$ cat src/rtl/multicycle_control_unit.sv
// Multi-cycle RV32I sequencer with sticky trap and memory watchdog; optional RISCVIBE_INSTRET_EN adds a 64-bit instret.
// Latency: FENCE 2, BRANCH 3, ALU/jump/STORE 4, LOAD 5 cycles plus memory wait states.
// Backpressure: holds in FETCH/MEM until imem_ready/dmem_ready, traps if the wait reaches MAX_WAIT cycles.
package riscvibe_pkg;
    localparam logic [6:0] OPC_LOAD   = 7'b0000011;
    localparam logic [6:0] OPC_STORE  = 7'b0100011;
    localparam logic [6:0] OPC_BRANCH = 7'b1100011;
    localparam logic [6:0] OPC_JALR   = 7'b1100111;
    localparam logic [6:0] OPC_JAL    = 7'b1101111;
    localparam logic [6:0] OPC_OP_IMM = 7'b0010011;
    localparam logic [6:0] OPC_OP     = 7'b0110011;
    localparam logic [6:0] OPC_LUI    = 7'b0110111;
    localparam logic [6:0] OPC_AUIPC  = 7'b0010111;
    localparam logic [6:0] OPC_FENCE  = 7'b0001111;
    localparam logic [6:0] OPC_SYSTEM = 7'b1110011;

    typedef enum logic [3:0] {
        ALU_ADD, ALU_SUB, ALU_SLL, ALU_SLT, ALU_SLTU,
        ALU_XOR, ALU_SRL, ALU_SRA, ALU_OR, ALU_AND
    } alu_op_t;

    typedef enum logic [1:0] {
        WB_ALU, WB_MEM, WB_PC4, WB_IMM
    } reg_wr_src_t;
endpackage

module multicycle_control_unit
    import riscvibe_pkg::*;
#(
    parameter int MAX_WAIT = 16,
    parameter int WAIT_W   = 5
) (
    input  logic        clk,
    input  logic        rst,
    input  logic [6:0]  opcode,
    input  logic [2:0]  funct3,
    input  logic [6:0]  funct7,
    input  logic        branch_taken,
    input  logic        imem_ready,
    input  logic        dmem_ready,
    output logic        imem_req,
    output logic        dmem_req,
    output logic        dmem_we,
    output logic [2:0]  mem_width,
    output logic        ir_load,
    output alu_op_t     alu_op,
    output logic        alu_src_a,
    output logic        alu_src_b,
    output logic        reg_write,
    output reg_wr_src_t reg_wr_src,
    output logic        pc_write,
    output logic        pc_src,
    output logic        instr_retired,
    output logic        halt,
    output logic [1:0]  trap_cause,
    output logic [2:0]  state_o
`ifdef RISCVIBE_INSTRET_EN
    ,
    output logic [63:0] instret
`endif
);
    typedef enum logic [2:0] {
        S_FETCH   = 3'd0,
        S_DECODE  = 3'd1,
        S_EXECUTE = 3'd2,
        S_MEM     = 3'd3,
        S_WB      = 3'd4,
        S_TRAP    = 3'd5
    } state_t;

    localparam logic [WAIT_W-1:0] WAIT_LAST = WAIT_W'((MAX_WAIT > 0) ? MAX_WAIT - 1 : 0);

    state_t            state;
    logic [1:0]        cause_q;
    logic [WAIT_W-1:0] wait_cnt;

    logic is_load, is_store, is_branch, is_jalr, is_jal, is_op_imm, is_op;
    logic is_lui, is_auipc, is_fence, is_system, is_legal;
    logic mem_rdy, timeout;
    logic unused_funct7;

    alu_op_t dec_alu_op;
    logic    dec_src_a, dec_src_b;

    assign is_load   = (opcode == OPC_LOAD);
    assign is_store  = (opcode == OPC_STORE);
    assign is_branch = (opcode == OPC_BRANCH);
    assign is_jalr   = (opcode == OPC_JALR);
    assign is_jal    = (opcode == OPC_JAL);
    assign is_op_imm = (opcode == OPC_OP_IMM);
    assign is_op     = (opcode == OPC_OP);
    assign is_lui    = (opcode == OPC_LUI);
    assign is_auipc  = (opcode == OPC_AUIPC);
    assign is_fence  = (opcode == OPC_FENCE);
    assign is_system = (opcode == OPC_SYSTEM);

    // Exact opcode match already rejects opcode[1:0] != 2'b11 (compressed space).
    assign is_legal = is_load | is_store | is_branch | is_jalr | is_jal | is_op_imm |
                      is_op | is_lui | is_auipc | is_fence | is_system;

    // Only funct7[5] distinguishes operations in RV32I base decode.
    assign unused_funct7 = ^{funct7[6], funct7[4:0]};

    assign mem_rdy = (state == S_FETCH) ? imem_ready : dmem_ready;
    assign timeout = (MAX_WAIT > 0) && (wait_cnt == WAIT_LAST) && !mem_rdy;

    always_comb begin
        dec_alu_op = ALU_ADD;
        if (is_op || is_op_imm) begin
            case (funct3)
                3'd0:    dec_alu_op = (is_op && funct7[5]) ? ALU_SUB : ALU_ADD;
                3'd1:    dec_alu_op = ALU_SLL;
                3'd2:    dec_alu_op = ALU_SLT;
                3'd3:    dec_alu_op = ALU_SLTU;
                3'd4:    dec_alu_op = ALU_XOR;
                3'd5:    dec_alu_op = funct7[5] ? ALU_SRA : ALU_SRL;
                3'd6:    dec_alu_op = ALU_OR;
                default: dec_alu_op = ALU_AND;
            endcase
        end
        dec_src_a = is_auipc | is_jal | is_branch;
        dec_src_b = !is_op;
    end

    always_ff @(posedge clk) begin
        if (rst) begin
            state    <= S_FETCH;
            cause_q  <= 2'd0;
            wait_cnt <= '0;
        end else begin
            case (state)
                S_FETCH: begin
                    if (imem_ready) begin
                        state    <= S_DECODE;
                        wait_cnt <= '0;
                    end else if (timeout) begin
                        state    <= S_TRAP;
                        cause_q  <= 2'd2;
                        wait_cnt <= '0;
                    end else begin
                        wait_cnt <= wait_cnt + WAIT_W'(1);
                    end
                end
                S_DECODE: begin
                    if (!is_legal) begin
                        state   <= S_TRAP;
                        cause_q <= 2'd1;
                    end else if (is_system) begin
                        state   <= S_TRAP;
                        cause_q <= 2'd3;
                    end else if (is_fence) begin
                        state <= S_FETCH;
                    end else begin
                        state <= S_EXECUTE;
                    end
                end
                S_EXECUTE: begin
                    if (is_load || is_store) state <= S_MEM;
                    else if (is_branch)      state <= S_FETCH;
                    else                     state <= S_WB;
                end
                S_MEM: begin
                    if (dmem_ready) begin
                        state    <= is_load ? S_WB : S_FETCH;
                        wait_cnt <= '0;
                    end else if (timeout) begin
                        state    <= S_TRAP;
                        cause_q  <= 2'd2;
                        wait_cnt <= '0;
                    end else begin
                        wait_cnt <= wait_cnt + WAIT_W'(1);
                    end
                end
                S_WB:    state <= S_FETCH;
                S_TRAP:  state <= S_TRAP;
                default: state <= S_FETCH;
            endcase
        end
    end

    always_comb begin
        imem_req      = 1'b0;
        dmem_req      = 1'b0;
        dmem_we       = 1'b0;
        mem_width     = 3'd0;
        ir_load       = 1'b0;
        alu_op        = ALU_ADD;
        alu_src_a     = 1'b0;
        alu_src_b     = 1'b0;
        reg_write     = 1'b0;
        reg_wr_src    = WB_ALU;
        pc_write      = 1'b0;
        pc_src        = 1'b0;
        instr_retired = 1'b0;
        halt          = 1'b0;
        if (!rst) begin
            case (state)
                S_FETCH: begin
                    imem_req = 1'b1;
                    ir_load  = imem_ready;
                end
                S_DECODE: begin
                    if (is_fence) begin
                        pc_write      = 1'b1;
                        instr_retired = 1'b1;
                    end
                end
                S_EXECUTE: begin
                    alu_op    = dec_alu_op;
                    alu_src_a = dec_src_a;
                    alu_src_b = dec_src_b;
                    if (is_branch) begin
                        pc_write      = 1'b1;
                        pc_src        = branch_taken;
                        instr_retired = 1'b1;
                    end
                end
                S_MEM: begin
                    dmem_req  = 1'b1;
                    dmem_we   = is_store;
                    mem_width = funct3;
                    if (dmem_ready && is_store) begin
                        pc_write      = 1'b1;
                        instr_retired = 1'b1;
                    end
                end
                S_WB: begin
                    // ALU controls stay live so the JALR target is still on the ALU output.
                    alu_op        = dec_alu_op;
                    alu_src_a     = dec_src_a;
                    alu_src_b     = dec_src_b;
                    reg_write     = 1'b1;
                    pc_write      = 1'b1;
                    instr_retired = 1'b1;
                    pc_src        = is_jal | is_jalr;
                    if (is_load)                reg_wr_src = WB_MEM;
                    else if (is_jal || is_jalr) reg_wr_src = WB_PC4;
                    else if (is_lui)            reg_wr_src = WB_IMM;
                    else                        reg_wr_src = WB_ALU;
                end
                S_TRAP:  halt = 1'b1;
                default: halt = 1'b0;
            endcase
        end
    end

    assign trap_cause = rst ? 2'd0 : cause_q;
    assign state_o    = rst ? 3'd0 : state;

`ifdef RISCVIBE_INSTRET_EN
    always_ff @(posedge clk) begin
        if (rst)                instret <= 64'd0;
        else if (instr_retired) instret <= instret + 64'd1;
    end
`endif

endmodule

$ cat config.mk
export PLATFORM = sky130hd
export DESIGN_NAME = multicycle_control_unit
export DESIGN_NICKNAME = d
export VERILOG_FILES = /design/src/rtl/multicycle_control_unit.sv
export SDC_FILE = /design/constraint.sdc
export NUM_CORES = 1
export LEC_CHECK = 0
export ABC_AREA = 1
export BUFFER_PORTS_ARGS = -buffer_cell sky130_fd_sc_hd__buf_2
export CAP_MARGIN = 40
export CORE_MARGIN = 2
export CORE_UTILIZATION = 42
export CTS_CLUSTER_SIZE = 28
export DETAILED_ROUTE_END_ITERATION = 6
export PLACE_DENSITY = 0.86
export SYNTH_ARGS = -nofsm -noshare
export SYNTH_HDL_FRONTEND = slang
export SYNTH_SLANG_ARGS = --single-unit
$ cat constraint.sdc
create_clock -name clk -period 1.35 [get_ports clk]
set_input_delay 0.27 -clock clk [delete_from_list [all_inputs] [get_ports clk]]
set_output_delay 0.27 -clock clk [all_outputs]
set_load 0.05 [all_outputs]
==> results of run 1 <==
## cell usage after synthesis (all sizes together)
master / instances / area share
a211oi: 1 / 0.012
a21oi: 13 / 0.070
a221oi: 1 / 0.015
a22oi: 1 / 0.0073
a31oi: 3 / 0.018
buf: 1 / 0.0073
clkbuf: 2 / 0.0073
dfxtp: 10 / 0.19
ha: 2 / 0.024
inv: 37 / 0.13
nand2: 36 / 0.15
nand3: 11 / 0.053
nand4: 2 / 0.018
nor2: 48 / 0.18
nor3: 10 / 0.049
o211ai: 1 / 0.0073
o21ai: 8 / 0.039
o22ai: 1 / 0.0061
## kinds of logic after synthesis
kind of cell / count (synthesis)
and+or+nand+nor: 107
adders and majority gates: 2
AOI/OAI and AO/OA: 29
buffers and inverters: 40
DFF: 10
## per-stage QoR
stage	std cells	TNS (ns)	setup slack [ns]	area, µm²	util
floorplan	188	-6.01	-0.422	1220	-
global placement	302	-5.37	-0.369	1800	0.792
detailed placement	302	-6.90	-0.476	1800	0.792
==> results_tabular.tex, run 1 <==
\begin{tabular}{lr}
\hline
Metric & Value \\
\hline
\multicolumn{2}{l}{\textbf{Status}} \\
Result of the run & aborted with a tool error \\
Last stage & clock tree synthesis (4\_1\_cts) \\
Tool Error & [ERROR DPL-0038] Utilization greater than 100\%, impossible to legalize \\
\multicolumn{2}{l}{\textbf{Clock network}} \\
Deepest clock path buffer count & 2 \\
Clock Root Buffer & clkbuf\_4 \\
Post-cts resize count & 115 \\
CTS sink count & 10 \\
Number of hold buffers added after CTS & 0 \\
Post-CTS Setup Bufs & 15 \\
H-tree depth & 1 \\
Number of clock buffers inserted by TritonCTS & 3 \\
\multicolumn{2}{l}{\textbf{Placement}} \\
RD Place Congestion & 0.910 \\
Total half-perimeter wirelength after legalization and detailed placement & 2850 µm \\
Buffers added on ports & 40 \\
\multicolumn{2}{l}{\textbf{Logic synthesis}} \\
Simple logic cell fraction of the synthesized area & 0.458 \\
Average cell area after synthesis & 5.48 µm² \\
Synthesized Nets & 212 \\
Synthesis Warnings & 0 \\
Gate count after technology mapping & 188 \\
Synthesis-stage register bit count & 10 \\
Area of the mapped netlist & 1030 µm² \\
Number of distinct library cells after synthesis & 25 \\
Synthesized-area fraction occupied by ao, oa, aoi and oai cells & 0.175 \\
Main combinational cell family by area after synthesis & simple AND/OR/NAND/NOR gates \\
XOR/XNOR Fraction of Synth Area & 0 \\
Arithmetic-cell share of the synthesized area counting full adders, half adders and majority gates & 0.0243 \\
Post-synthesis mux area share & 0 \\
Sequential share of the synthesized area & 0.194 \\
\multicolumn{2}{l}{\textbf{Floorplan}} \\
Initial Util & 0.453 \\
Core Rows & 17 \\
Chip Height & 53.5 µm \\
Number of top-level pins & 47 \\
Die Wd & 53.5 µm \\
\hline
\end{tabular}
==> inputs of run 2 (changes only) <==
Settings changed: CORE_AREA set to 2 2 63 65, CORE_MARGIN 2 to not set, CORE_UTILIZATION 42 to not set, CTS_CLUSTER_SIZE 28 to not set, DIE_AREA set to 0 0 65 67, PLACE_DENSITY 0.86 to not set, PLACE_DENSITY_LB_ADDON set to 0.15.
Clock period 1.35 ns to 1.75 ns, I/O delays scaled along.
==> results_tabular.tex, run 2 <==
\begin{tabular}{lr}
\hline
Metric & Value \\
\hline
\multicolumn{2}{l}{\textbf{Placement}} \\
RD Place Congestion & 0.828 (-9.1\%) \\
Total half-perimeter wirelength after legalization and detailed placement & 2530 µm (-11\%) \\
Total cell area at the placement stage & 1690 µm² (-6.2\%) \\
Buffers added on ports & 40 (unchanged) \\
Post-Place Setup Slack & -0.164 ns (+0.312 ns) \\
\multicolumn{2}{l}{\textbf{Logic synthesis}} \\
Post-synth EDFFs & 0 (unchanged) \\
Average cell area after synthesis & 5.48 µm² (unchanged) \\
Number of distinct library cells after synthesis & 25 (unchanged) \\
Synthesized-area fraction occupied by ao, oa, aoi and oai cells & 0.175 (unchanged) \\
Main combinational cell family by area after synthesis & simple AND/OR/NAND/NOR gates \\
Synthesized Nets & 212 (unchanged) \\
Cell type with the largest total area after synthesis & dfxtp\_1 \\
Prevailing post-synth register cell & dfxtp\_1 \\
Synth area leaders & dfxtp\_1, nor2\_1, inv\_1 \\
Fraction of synthesis flops using an asynchronous set or reset pin & 0 (unchanged) \\
Most used standard cells in the synthesized netlist & nor2\_1, inv\_1, nand2\_1 \\
Synthesis Warnings & 0 (unchanged) \\
Post-synthesis mux area share & 0 (unchanged) \\
Synthesis-stage register bit count & 10 (unchanged) \\
Simple logic cell fraction of the synthesized area & 0.458 (unchanged) \\
XOR/XNOR Fraction of Synth Area & 0 (unchanged) \\
Gate count after technology mapping & 188 (unchanged) \\
Arithmetic-cell share of the synthesized area counting full adders, half adders and majority gates & 0.0243 (unchanged) \\
Sequential share of the synthesized area & 0.194 (unchanged) \\
Top-area cell type share of the netlist area & 0.194 (unchanged) \\
Count leader, synth & nor2\_1 \\
Area of the mapped netlist & 1030 µm² (unchanged) \\
\multicolumn{2}{l}{\textbf{Detailed routing}} \\
Via density per instance & 4.44 \\
Number of nets with antenna violations after routing & 0 \\
Wire length per cell & 9.80 µm \\
Drt first-iter violations & 36 \\
Final wirelength & 3070 µm \\
Router iterations before antenna repair & 4 \\
Via count & 1,389 \\
Remaining DRCs & 0 \\
\multicolumn{2}{l}{\textbf{Floorplan}} \\
Number of top-level pins & 47 (unchanged) \\
Initial Util & 0.286 (-0.167) \\
Core Region & 3610 µm² \\
Die Wd & 65 µm (+21\%) \\
Chip Height & 67 µm (+25\%) \\
Core Rows & 22 (+5) \\
Overall die area & 4360 µm² \\
\multicolumn{2}{l}{\textbf{Power and ir drop}} \\
Power Internal & 0.642 mW \\
NetSw & 0.466 mW \\
Sequential fraction of design power & 0.258 \\
Power per cell area & 568 nW/µm² \\
Comb pwr share & 0.533 \\
Leakage power figure & 0.942 nW \\
Clock power frac & 0.209 \\
Total power & 1.11 mW \\
Worst vdd rail ir drop & 0.000366 V \\
Net Sw Frac & 0.421 \\
\multicolumn{2}{l}{\textbf{Critical path}} \\
CP endpoint kind & primary output \\
Peak fanout along the critical path & 4 \\
Start point of the critical path & state[1]\$\_SDFF\_PP0\_ \\
Critical path launch point type & flip-flop \\
Startpoint of the lowest-slack register-to-register path & wait\_cnt[0]\$\_SDFFE\_PP0P\_ \\
Category of the critical setup timing path & flip-flop to primary output \\
Data arrival time of the critical path & 1.50 ns \\
Worst EP required & 1.40 ns \\
\multicolumn{2}{l}{\textbf{GRT}} \\
Global-route usage over all layers & 0.153 \\
Via count of the first global-routing pass & 1,262 \\
Global route overflow & 0 \\
Number of antenna violations at the first check in global routing & 0 \\
First-pass GRT wire length & 5180 µm \\
Largest net degree at the start of global routing & 17 \\
\multicolumn{2}{l}{\textbf{Timing}} \\
Setup repair after global routing missed its margin & true \\
Final count of pins violating max slew & 0 \\
Number of setup violations in the final report & 12 \\
Measured slew at the worst slew-check pin & 0.527 ns \\
Maximum clock frequency & 540 MHz \\
Time the final worst path needs with I/O delays and setup & 1.85 ns \\
Final clock skew & 0.00208 ns \\
Worst path setup slack after routing & -0.103 ns \\
Final clock period utilization by the worst path & 1.06 \\
Worst slew slack as a fraction of its limit & 0.645 \\
Hold violation total from the final report & 0 \\
\multicolumn{2}{l}{\textbf{Clock network}} \\
CTS sink count & 10 (unchanged) \\
Deepest clock path buffer count & 2 (unchanged) \\
Clock transition time at the flip-flop clock pins of the worst setup and hold paths & 0.04 ns \\
Clock Root Buffer & clkbuf\_8 \\
Number of clock buffers inserted by TritonCTS & 3 (unchanged) \\
H-tree depth & 1 (unchanged) \\
Number of hold buffers added after CTS & 0 (unchanged) \\
Skew-Pair Late Insertion Delay & 0.23 ns \\
CTS tree & done \\
\multicolumn{2}{l}{\textbf{Cells and area}} \\
Antenna Cells & 0 \\
Layout-stage area growth over the synthesis result & 89.3\% \\
Highest-count cells in the layout ignoring fill and taps & buf\_4, inv\_1, nand2\_1 \\
Number of flip-flops under the largest register name & 5 \\
Proportion of layout cells with a drive suffix above 1 & 0.536 \\
Number of nets in the final layout & 291 \\
Largest registers ranked by flip-flop count & wait\_cnt (5), state (3), cause\_q (2) \\
Top register by number of flip-flops & wait\_cnt \\
Most common cell after layout, fill and taps aside & buf\_4 \\
Utilization after layout & 0.541 \\
Final cell area excluding filler cells & 1950 µm² \\
\multicolumn{2}{l}{\textbf{Status}} \\
Result of the run & finished with violations \\
Violated checks & negative setup slack \\
\multicolumn{2}{l}{\textbf{Min path}} \\
Launch point of the worst hold path & cause\_q[1]\$\_SDFFE\_PP0P\_ \\
Hold crit path type & flip-flop to flip-flop \\
\multicolumn{2}{l}{\textbf{Run}} \\
Maxcap violations & 0 \\
\hline
\end{tabular}
## run 2: area by class of cell
cell class	instances	area, µm²
Multi-Input combinational cell	138	923
Inverter	37	144
Timing Repair Buffer	77	574
Tap cell	48	60.1
Clock buffer	3	41.3
Sequential cell	10	209
Fill cell	378	1650
## run 2: logic make-up (layout without fill, tap and decap cells)
| group | after synthesis | in the layout |
|---|---|---|
| adders and majority gates | 2 | 2 |
| DFF | 10 | 10 |
| and+or+nand+nor | 107 | 107 |
| buffers and inverters | 40 | 117 |
| AOI/OAI and AO/OA | 29 | 29 |
## run 2: worst paths after layout
kind	to	slack, ns	depth (start not counted)
worst max-delay path	alu_op[0]	-0.10	8
worst min-delay path	cause_q[1]$_SDFFE_PP0P_	0.45	2
worst max register to register	wait_cnt[1]$_SDFFE_PP0P_	0.18	9
worst min register to register	cause_q[1]$_SDFFE_PP0P_	0.45	2
## run 2: power groups by stage
stage	combinational [mW]	clock (mW)	sequential, mW
2_1_floorplan	0.341	0	0.290
3_3_place_gp	0.516	0	0.288
3_5_place_dp	0.518	0	0.288
4_1_cts	0.565	0.243	0.283
5_1_grt	0.646	0.257	0.291
6_report	0.591	0.232	0.285
## run 2: metal layers
metal / track usage / vias up / part of all wire
met5: 0 / - / 0
met4: 0.0239 / 0 / 0.0042
met3: 0.0372 / 2 / 0.040
met2: 0.268 / 25 / 0.47
met1: 0.193 / 612 / 0.48
li1: - / 750 / -
## run 2: timing repair
item / CTS / global route
pin swaps: 9 / 4
setup endpoints to repair: 17 / 24
buffers inserted: 2 / 0
resized for setup: 38 / 24
## run 2: worst max-delay path, cell delays in order, from the launching register on
cell      delay [ns]
dfxtp_4         0.36
inv_4           0.06
nand2_4         0.05
nor2_4          0.11
nor2_4          0.06
nor2_4          0.10
nand3_4         0.13
a221oi_4        0.21
buf_6           0.19
## run 2: through the flow
step                hold WS [ns]  TNS (ns)  instances
floorplan                  0.430     -2.19        188
global placement           0.440    -0.619        308
detailed placement         0.449    -0.639        308
CTS                        0.455     -1.12        313
global route               0.516     -1.94        313
finish                     0.451    -0.859        313
Power figures use the tool's default switching activity.
==> inputs of run 3 (changes only) <==
Settings changed: BUFFER_PORTS_ARGS -buffer_cell sky130_fd_sc_hd__buf_2 to not set, DONT_BUFFER_PORTS set to 1.
==> results_tabular.tex, run 3 (synthesis results as in run 2) <==
\begin{tabular}{lr}
\hline
Metric & Value \\
\hline
\multicolumn{2}{l}{\textbf{Timing}} \\
Worst slew slack as a fraction of its limit & 0.639 (-0.00600) \\
Setup repair after global routing missed its margin & true \\
Final clock period utilization by the worst path & 1.08 (+0.0198) \\
Measured slew at the worst slew-check pin & 0.536 ns (+0.00890 ns) \\
Maximum clock frequency & 530 MHz (-1.8\%) \\
Final count of pins violating max slew & 0 (unchanged) \\
Final clock skew & 0.000619 ns (-0.00146 ns) \\
Hold violation total from the final report & 0 (unchanged) \\
Time the final worst path needs with I/O delays and setup & 1.89 ns (+0.0347 ns) \\
Final-layout worst hold slack & 0.179 ns (-0.272 ns) \\
Final setup TNS & -1.33 ns (-0.474 ns) \\
Number of setup violations in the final report & 13 (+1) \\
Worst path setup slack after routing & -0.137 ns (-0.0347 ns) \\
\multicolumn{2}{l}{\textbf{Floorplan}} \\
Number of top-level pins & 47 (unchanged) \\
Overall die area & 4360 µm² (unchanged) \\
Die Wd & 65 µm (unchanged) \\
Core Rows & 22 (unchanged) \\
Core Region & 3610 µm² (unchanged) \\
Initial Util & 0.286 (unchanged) \\
Chip Height & 67 µm (unchanged) \\
\multicolumn{2}{l}{\textbf{Cells and area}} \\
Layout-stage area growth over the synthesis result & 86.7\% \\
Utilization after layout & 0.534 (-0.00763) \\
Highest-count cells in the layout ignoring fill and taps & buf\_4, inv\_1, nand2\_1 \\
Cell Count, Final, Fillers Out & 284 (-9.3\%) \\
Top register by number of flip-flops & wait\_cnt \\
Number of nets in the final layout & 261 (-10\%) \\
Proportion of layout cells with a drive suffix above 1 & 0.487 (-0.0486) \\
Most common cell after layout, fill and taps aside & buf\_4 \\
Largest registers ranked by flip-flop count & wait\_cnt (5), state (3), cause\_q (2) \\
Antenna Cells & 0 (unchanged) \\
Final cell area excluding filler cells & 1920 µm² (-1.4\%) \\
Number of flip-flops under the largest register name & 5 (unchanged) \\
\multicolumn{2}{l}{\textbf{Clock network}} \\
Skew-Pair Late Insertion Delay & 0.23 ns (about the same) \\
Clock transition time at the flip-flop clock pins of the worst setup and hold paths & 0.05 ns (about the same) \\
Number of clock buffers inserted by TritonCTS & 3 (unchanged) \\
Deepest clock path buffer count & 2 (unchanged) \\
CTS sink count & 10 (unchanged) \\
Clock Root Buffer & clkbuf\_8 \\
H-tree depth & 1 (unchanged) \\
CTS tree & done \\
Number of hold buffers added after CTS & 0 (unchanged) \\
\multicolumn{2}{l}{\textbf{Detailed routing}} \\
Drt first-iter violations & 22 (-39\%) \\
Remaining DRCs & 0 (unchanged) \\
Final wirelength & 3120 µm (+1.9\%) \\
Via count & 1,323 (-4.8\%) \\
Via density per instance & 4.66 (+5.0\%) \\
Wire length per cell & 11.0 µm (+12\%) \\
Router iterations before antenna repair & 4 (unchanged) \\
Number of nets with antenna violations after routing & 0 (unchanged) \\
\multicolumn{2}{l}{\textbf{Critical path}} \\
Category of cells accounting for the largest share of critical-path delay & simple AND/OR/NAND/NOR gates \\
Register-to-Register Setup Slack & 0.17 ns (about the same) \\
Worst EP required & 1.40 ns (about the same) \\
CP max stage delay & 0.36 ns (about the same) \\
Data arrival time of the critical path & 1.54 ns (+0.04 ns) \\
Peak fanout along the critical path & 4 (unchanged) \\
CP endpoint kind & primary output \\
Startpoint of the lowest-slack register-to-register path & wait\_cnt[0]\$\_SDFFE\_PP0P\_ \\
Reg2reg path depth & 9 (unchanged) \\
Cell repeated most along the worst path & nor2\_4 \\
R2r endpoint & wait\_cnt[1]\$\_SDFFE\_PP0P\_ \\
Buf/Inv on CP & 2 (unchanged) \\
Critical path launch point type & flip-flop \\
Slowest CP cell & dfxtp\_4 \\
Category of the critical setup timing path & flip-flop to primary output \\
Critical path cell sequence & inv\_4 > nand2\_4 > nor2\_4 > nor2\_4 > nor2\_4 > nand3\_4 > a221oi\_4 > buf\_12 \\
\multicolumn{2}{l}{\textbf{GRT}} \\
Via count of the first global-routing pass & 1,350 (+7.0\%) \\
First-pass GRT wire length & 5750 µm (+11\%) \\
Number of antenna violations at the first check in global routing & 0 (unchanged) \\
Global-route usage over all layers & 0.161 (+0.00798) \\
Global route overflow & 0 (unchanged) \\
Largest net degree at the start of global routing & 22 (+5) \\
\multicolumn{2}{l}{\textbf{Min path}} \\
Number of cells on the worst hold path & 1 (-1) \\
Launch point of the worst hold path & rst \\
End point of the most critical hold path & state[1]\$\_SDFF\_PP0\_ \\
Hold crit path type & primary input to flip-flop \\
\multicolumn{2}{l}{\textbf{Placement}} \\
Total instance count after detailed placement & 272 (-12\%) \\
Total half-perimeter wirelength after legalization and detailed placement & 2620 µm (+3.5\%) \\
RD Place Congestion & 0.818 (-1.1\%) \\
Buffers added on ports & 0 (-100\%) \\
Total cell area at the placement stage & 1670 µm² (-1.2\%) \\
\multicolumn{2}{l}{\textbf{Status}} \\
Result of the run & finished with violations \\
Violated checks & negative setup slack \\
\multicolumn{2}{l}{\textbf{Power and ir drop}} \\
Leakage power figure & 0.836 nW (-11\%) \\
Worst vdd rail ir drop & 0.000531 V (+45\%) \\
Power per cell area & 583 nW/µm² (+2.7\%) \\
\multicolumn{2}{l}{\textbf{Run}} \\
Maxcap violations & 0 (unchanged) \\
\hline
\end{tabular}
[run 3: area by class of cell]
cell class,count,area (µm²)
sequential,10,211
clock buffer,4,55.1
timing repair buffer,47,529
tap,48,60.1
fill,360,1680
inverter,37,149
multi-input combinational,138,920
[run 3: worst max-delay path by stage]
stage                              from            end  slack (ns)  depth (start not counted)
detailed placement            opcode[1]       pc_write       -0.06                          9
floorplan           state[0]$_SDFF_PP0_  reg_wr_src[1]       -0.16                          7
finish              state[0]$_SDFF_PP0_      alu_op[0]       -0.14                          8
CTS                 state[0]$_SDFF_PP0_      alu_op[0]       -0.15                          8
global placement              opcode[1]       pc_write      -0.005                          9
global route        state[0]$_SDFF_PP0_      alu_op[0]       -0.22                          8
[run 3: worst register-to-register path: cells and delay by family, from the launching register on]
family	cells	cell delay, ns
AO/OA/AOI/OAI	1	0.17
adder cells (fa/ha/maj)	2	0.39
buffers and inverters	1	0.11
flip-flops	1	0.35
AND/OR/NAND/NOR	5	0.45
[run 3: repair_timing]
action                                  CTS  global route
buffers inserted                          5             4
hold endpoints to repair                  0             0
resized for setup                        17            22
pin swaps                                10             4
endpoints found under the setup margin   14            23
[run 3: report_power, final]
part / leakage [nW] / switching [mW] / internal (mW)
combinational: 0.723 / 0.334 / 0.206
clock: 0.0288 / 0.0875 / 0.197
sequential: 0.0844 / 0.0311 / 0.266
[run 3: metrics by stage]
step	worst slack, ns	power, mW
floorplan	-0.157	0.632
global placement	-0.00526	0.741
detailed placement	-0.0556	0.754
CTS	-0.153	1.08
global route	-0.221	1.19
finish	-0.137	1.12
[run 3: layer usage]
metal | global-route usage | vias to the layer above | wire length [µm]
met5 | 0 | - | 0
met4 | 0.0239 | 0 | 14
met3 | 0.0203 | 2 | 85
met2 | 0.296 | 20 | 1560
met1 | 0.203 | 612 | 1460
li1 | - | 689 | -
==> inputs of run 4 (changes only) <==
Settings changed: PLACE_DENSITY_LB_ADDON 0.15 to not set.
==> results_tabular.tex, run 4 (synthesis results as in run 2) <==
\begin{tabular}{lr}
\hline
Metric & Value \\
\hline
\multicolumn{2}{l}{\textbf{Status}} \\
Result of the run & finished with violations \\
Violated checks & negative setup slack \\
\multicolumn{2}{l}{\textbf{Power and ir drop}} \\
Worst vdd rail ir drop & 0.000402 V (-24\%) \\
Total power & 1.03 mW (-8.1\%) \\
Leakage power figure & 0.794 nW (-5.0\%) \\
Power per cell area & 564 nW/µm² (-3.3\%) \\
\multicolumn{2}{l}{\textbf{Clock network}} \\
Clock Root Buffer & clkbuf\_8 \\
Skew-Pair Late Insertion Delay & 0.23 ns (about the same) \\
Number of hold buffers added after CTS & 0 (unchanged) \\
CTS tree & done \\
Number of clock buffers inserted by TritonCTS & 3 (unchanged) \\
H-tree depth & 1 (unchanged) \\
CTS sink count & 10 (unchanged) \\
Clock transition time at the flip-flop clock pins of the worst setup and hold paths & 0.05 ns (about the same) \\
Deepest clock path buffer count & 2 (unchanged) \\
\multicolumn{2}{l}{\textbf{Critical path}} \\
Critical path cell sequence & inv\_4 > nand2\_2 > nor2\_4 > nor2\_4 > nor2\_4 > nand3\_4 > a221oi\_4 > buf\_12 \\
Slowest CP cell & dfxtp\_4 \\
Cell repeated most along the worst path & nor2\_4 \\
Data arrival time of the critical path & 1.53 ns (about the same) \\
CP max stage delay & 0.36 ns (about the same) \\
Worst EP required & 1.40 ns (about the same) \\
Start point of the critical path & state[1]\$\_SDFF\_PP0\_ \\
CP endpoint kind & primary output \\
Startpoint of the lowest-slack register-to-register path & state[0]\$\_SDFF\_PP0\_ \\
Critical path launch point type & flip-flop \\
Category of the critical setup timing path & flip-flop to primary output \\
Peak fanout along the critical path & 4 (unchanged) \\
\multicolumn{2}{l}{\textbf{Run}} \\
Maxcap violations & 0 (unchanged) \\
\multicolumn{2}{l}{\textbf{Cells and area}} \\
Most common cell after layout, fill and taps aside & buf\_4 \\
Number of flip-flops under the largest register name & 5 (unchanged) \\
Utilization after layout & 0.508 (-0.0260) \\
Final cell area excluding filler cells & 1830 µm² (-4.9\%) \\
Number of nets in the final layout & 257 (-1.5\%) \\
Top register by number of flip-flops & wait\_cnt \\
Layout-stage area growth over the synthesis result & 77.5\% \\
Proportion of layout cells with a drive suffix above 1 & 0.455 (-0.0327) \\
Largest registers ranked by flip-flop count & wait\_cnt (5), state (3), cause\_q (2) \\
Highest-count cells in the layout ignoring fill and taps & buf\_4, nor2\_1, nand2\_1 \\
Antenna Cells & 0 (unchanged) \\
\multicolumn{2}{l}{\textbf{Floorplan}} \\
Core Rows & 22 (unchanged) \\
Initial Util & 0.286 (unchanged) \\
Chip Height & 67 µm (unchanged) \\
Core Region & 3610 µm² (unchanged) \\
Number of top-level pins & 47 (unchanged) \\
Die Wd & 65 µm (unchanged) \\
Overall die area & 4360 µm² (unchanged) \\
\multicolumn{2}{l}{\textbf{GRT}} \\
Number of antenna violations at the first check in global routing & 0 (unchanged) \\
Largest net degree at the start of global routing & 22 (unchanged) \\
Via count of the first global-routing pass & 1,185 (-12\%) \\
First-pass GRT wire length & 5030 µm (-12\%) \\
Global route overflow & 0 (unchanged) \\
Global-route usage over all layers & 0.145 (-0.0160) \\
\multicolumn{2}{l}{\textbf{Placement}} \\
RD Place Congestion & 0.788 (-3.8\%) \\
Buffers added on ports & 0 (unchanged) \\
Total half-perimeter wirelength after legalization and detailed placement & 2340 µm (-11\%) \\
Total cell area at the placement stage & 1630 µm² (-2.2\%) \\
\multicolumn{2}{l}{\textbf{Timing}} \\
Setup repair after global routing missed its margin & true \\
Hold violation total from the final report & 0 (unchanged) \\
Maximum clock frequency & 531 MHz (+0.29\%) \\
Worst path setup slack after routing & -0.132 ns (+0.00549 ns) \\
Final clock period utilization by the worst path & 1.08 (-0.00313) \\
Measured slew at the worst slew-check pin & 0.610 ns (+0.0742 ns) \\
Number of setup violations in the final report & 14 (+1) \\
Time the final worst path needs with I/O delays and setup & 1.88 ns (-0.00549 ns) \\
Final clock skew & 0.00399 ns (+0.00337 ns) \\
Final-layout worst hold slack & 0.190 ns (+0.0111 ns) \\
Final count of pins violating max slew & 0 (unchanged) \\
Worst slew slack as a fraction of its limit & 0.589 (-0.0500) \\
\multicolumn{2}{l}{\textbf{Detailed routing}} \\
Router iterations before antenna repair & 4 (unchanged) \\
Via density per instance & 4.62 (-0.82\%) \\
Drt first-iter violations & 77 (+250\%) \\
Via count & 1,289 (-2.6\%) \\
Number of nets with antenna violations after routing & 0 (unchanged) \\
Wire length per cell & 11.0 µm (about the same) \\
Remaining DRCs & 0 (unchanged) \\
Final wirelength & 3070 µm (-1.7\%) \\
\multicolumn{2}{l}{\textbf{Min path}} \\
Launch point of the worst hold path & rst \\
Hold crit path type & primary input to flip-flop \\
\hline
\end{tabular}
==> run 4: cell types whose count changed in the layout (fill, tap and decap cells not counted), moves of 2 or more <==
cell | previous run | this run
nor2_1 | 25 | 27
inv_2 | 6 | 9
nor2_4 | 16 | 14
buf_6 | 5 | 1
inv_4 | 4 | 2
==> run 4: repair_timing <==
item / CTS / global route
endpoints found under the hold margin: 0 / 0
endpoints found under the setup margin: 12 / 20
gates resized for setup: 10 / 15
setup buffers: 5 / 4
pin swaps: 12 / 3
==> run 4: layer usage <==
metal	vias up	GRT usage	routed length [µm]
met4	0	0.0426	37
li1	682	-	-
met3	4	0.0169	86
met5	-	0	0
met1	581	0.179	1360
met2	22	0.263	1580
==> run 4: cell type report <==
type / count / area [µm²]
flip-flops and latches: 10 / 208
well taps: 48 / 60.1
repair buffers: 43 / 484
fillers: 363 / 1780
clock buffers: 3 / 41.3
multi-input cells: 138 / 893
inverters: 37 / 144
==> run 4: final timing paths <==
kind	to	slack [ns]	cells after the start
worst max-delay path	alu_op[0]	-0.13	8
worst min-delay path	state[0]$_SDFF_PP0_	0.19	1
worst min register to register	cause_q[1]$_SDFFE_PP0P_	0.45	2
worst max register to register	wait_cnt[2]$_SDFFE_PP0P_	0.14	7
==> run 4: where the power goes <==
group,switching (mW),internal [mW],total [mW]
Clock,0.0826,0.150,0.233
Combinational,0.325,0.190,0.515
Sequential,0.0211,0.263,0.284
==> run 4: worst max-delay path: cells and delay by family (launching register included) <==
kind	cells	cell delay, ns
compound gates	1	0.24
buf+inv	2	0.22
flops	1	0.36
simple gates	5	0.45
==> run 4: per-stage QoR <==
stage / TNS [ns] / setup WS (ns) / instances
detailed placement: -0.000269 / -0.000269 / 267
finish: -1.00 / -0.132 / 279
global route: -2.13 / -0.203 / 279
CTS: -0.913 / -0.135 / 275
global placement: -0.00118 / -0.00118 / 267
floorplan: -2.19 / -0.157 / 188
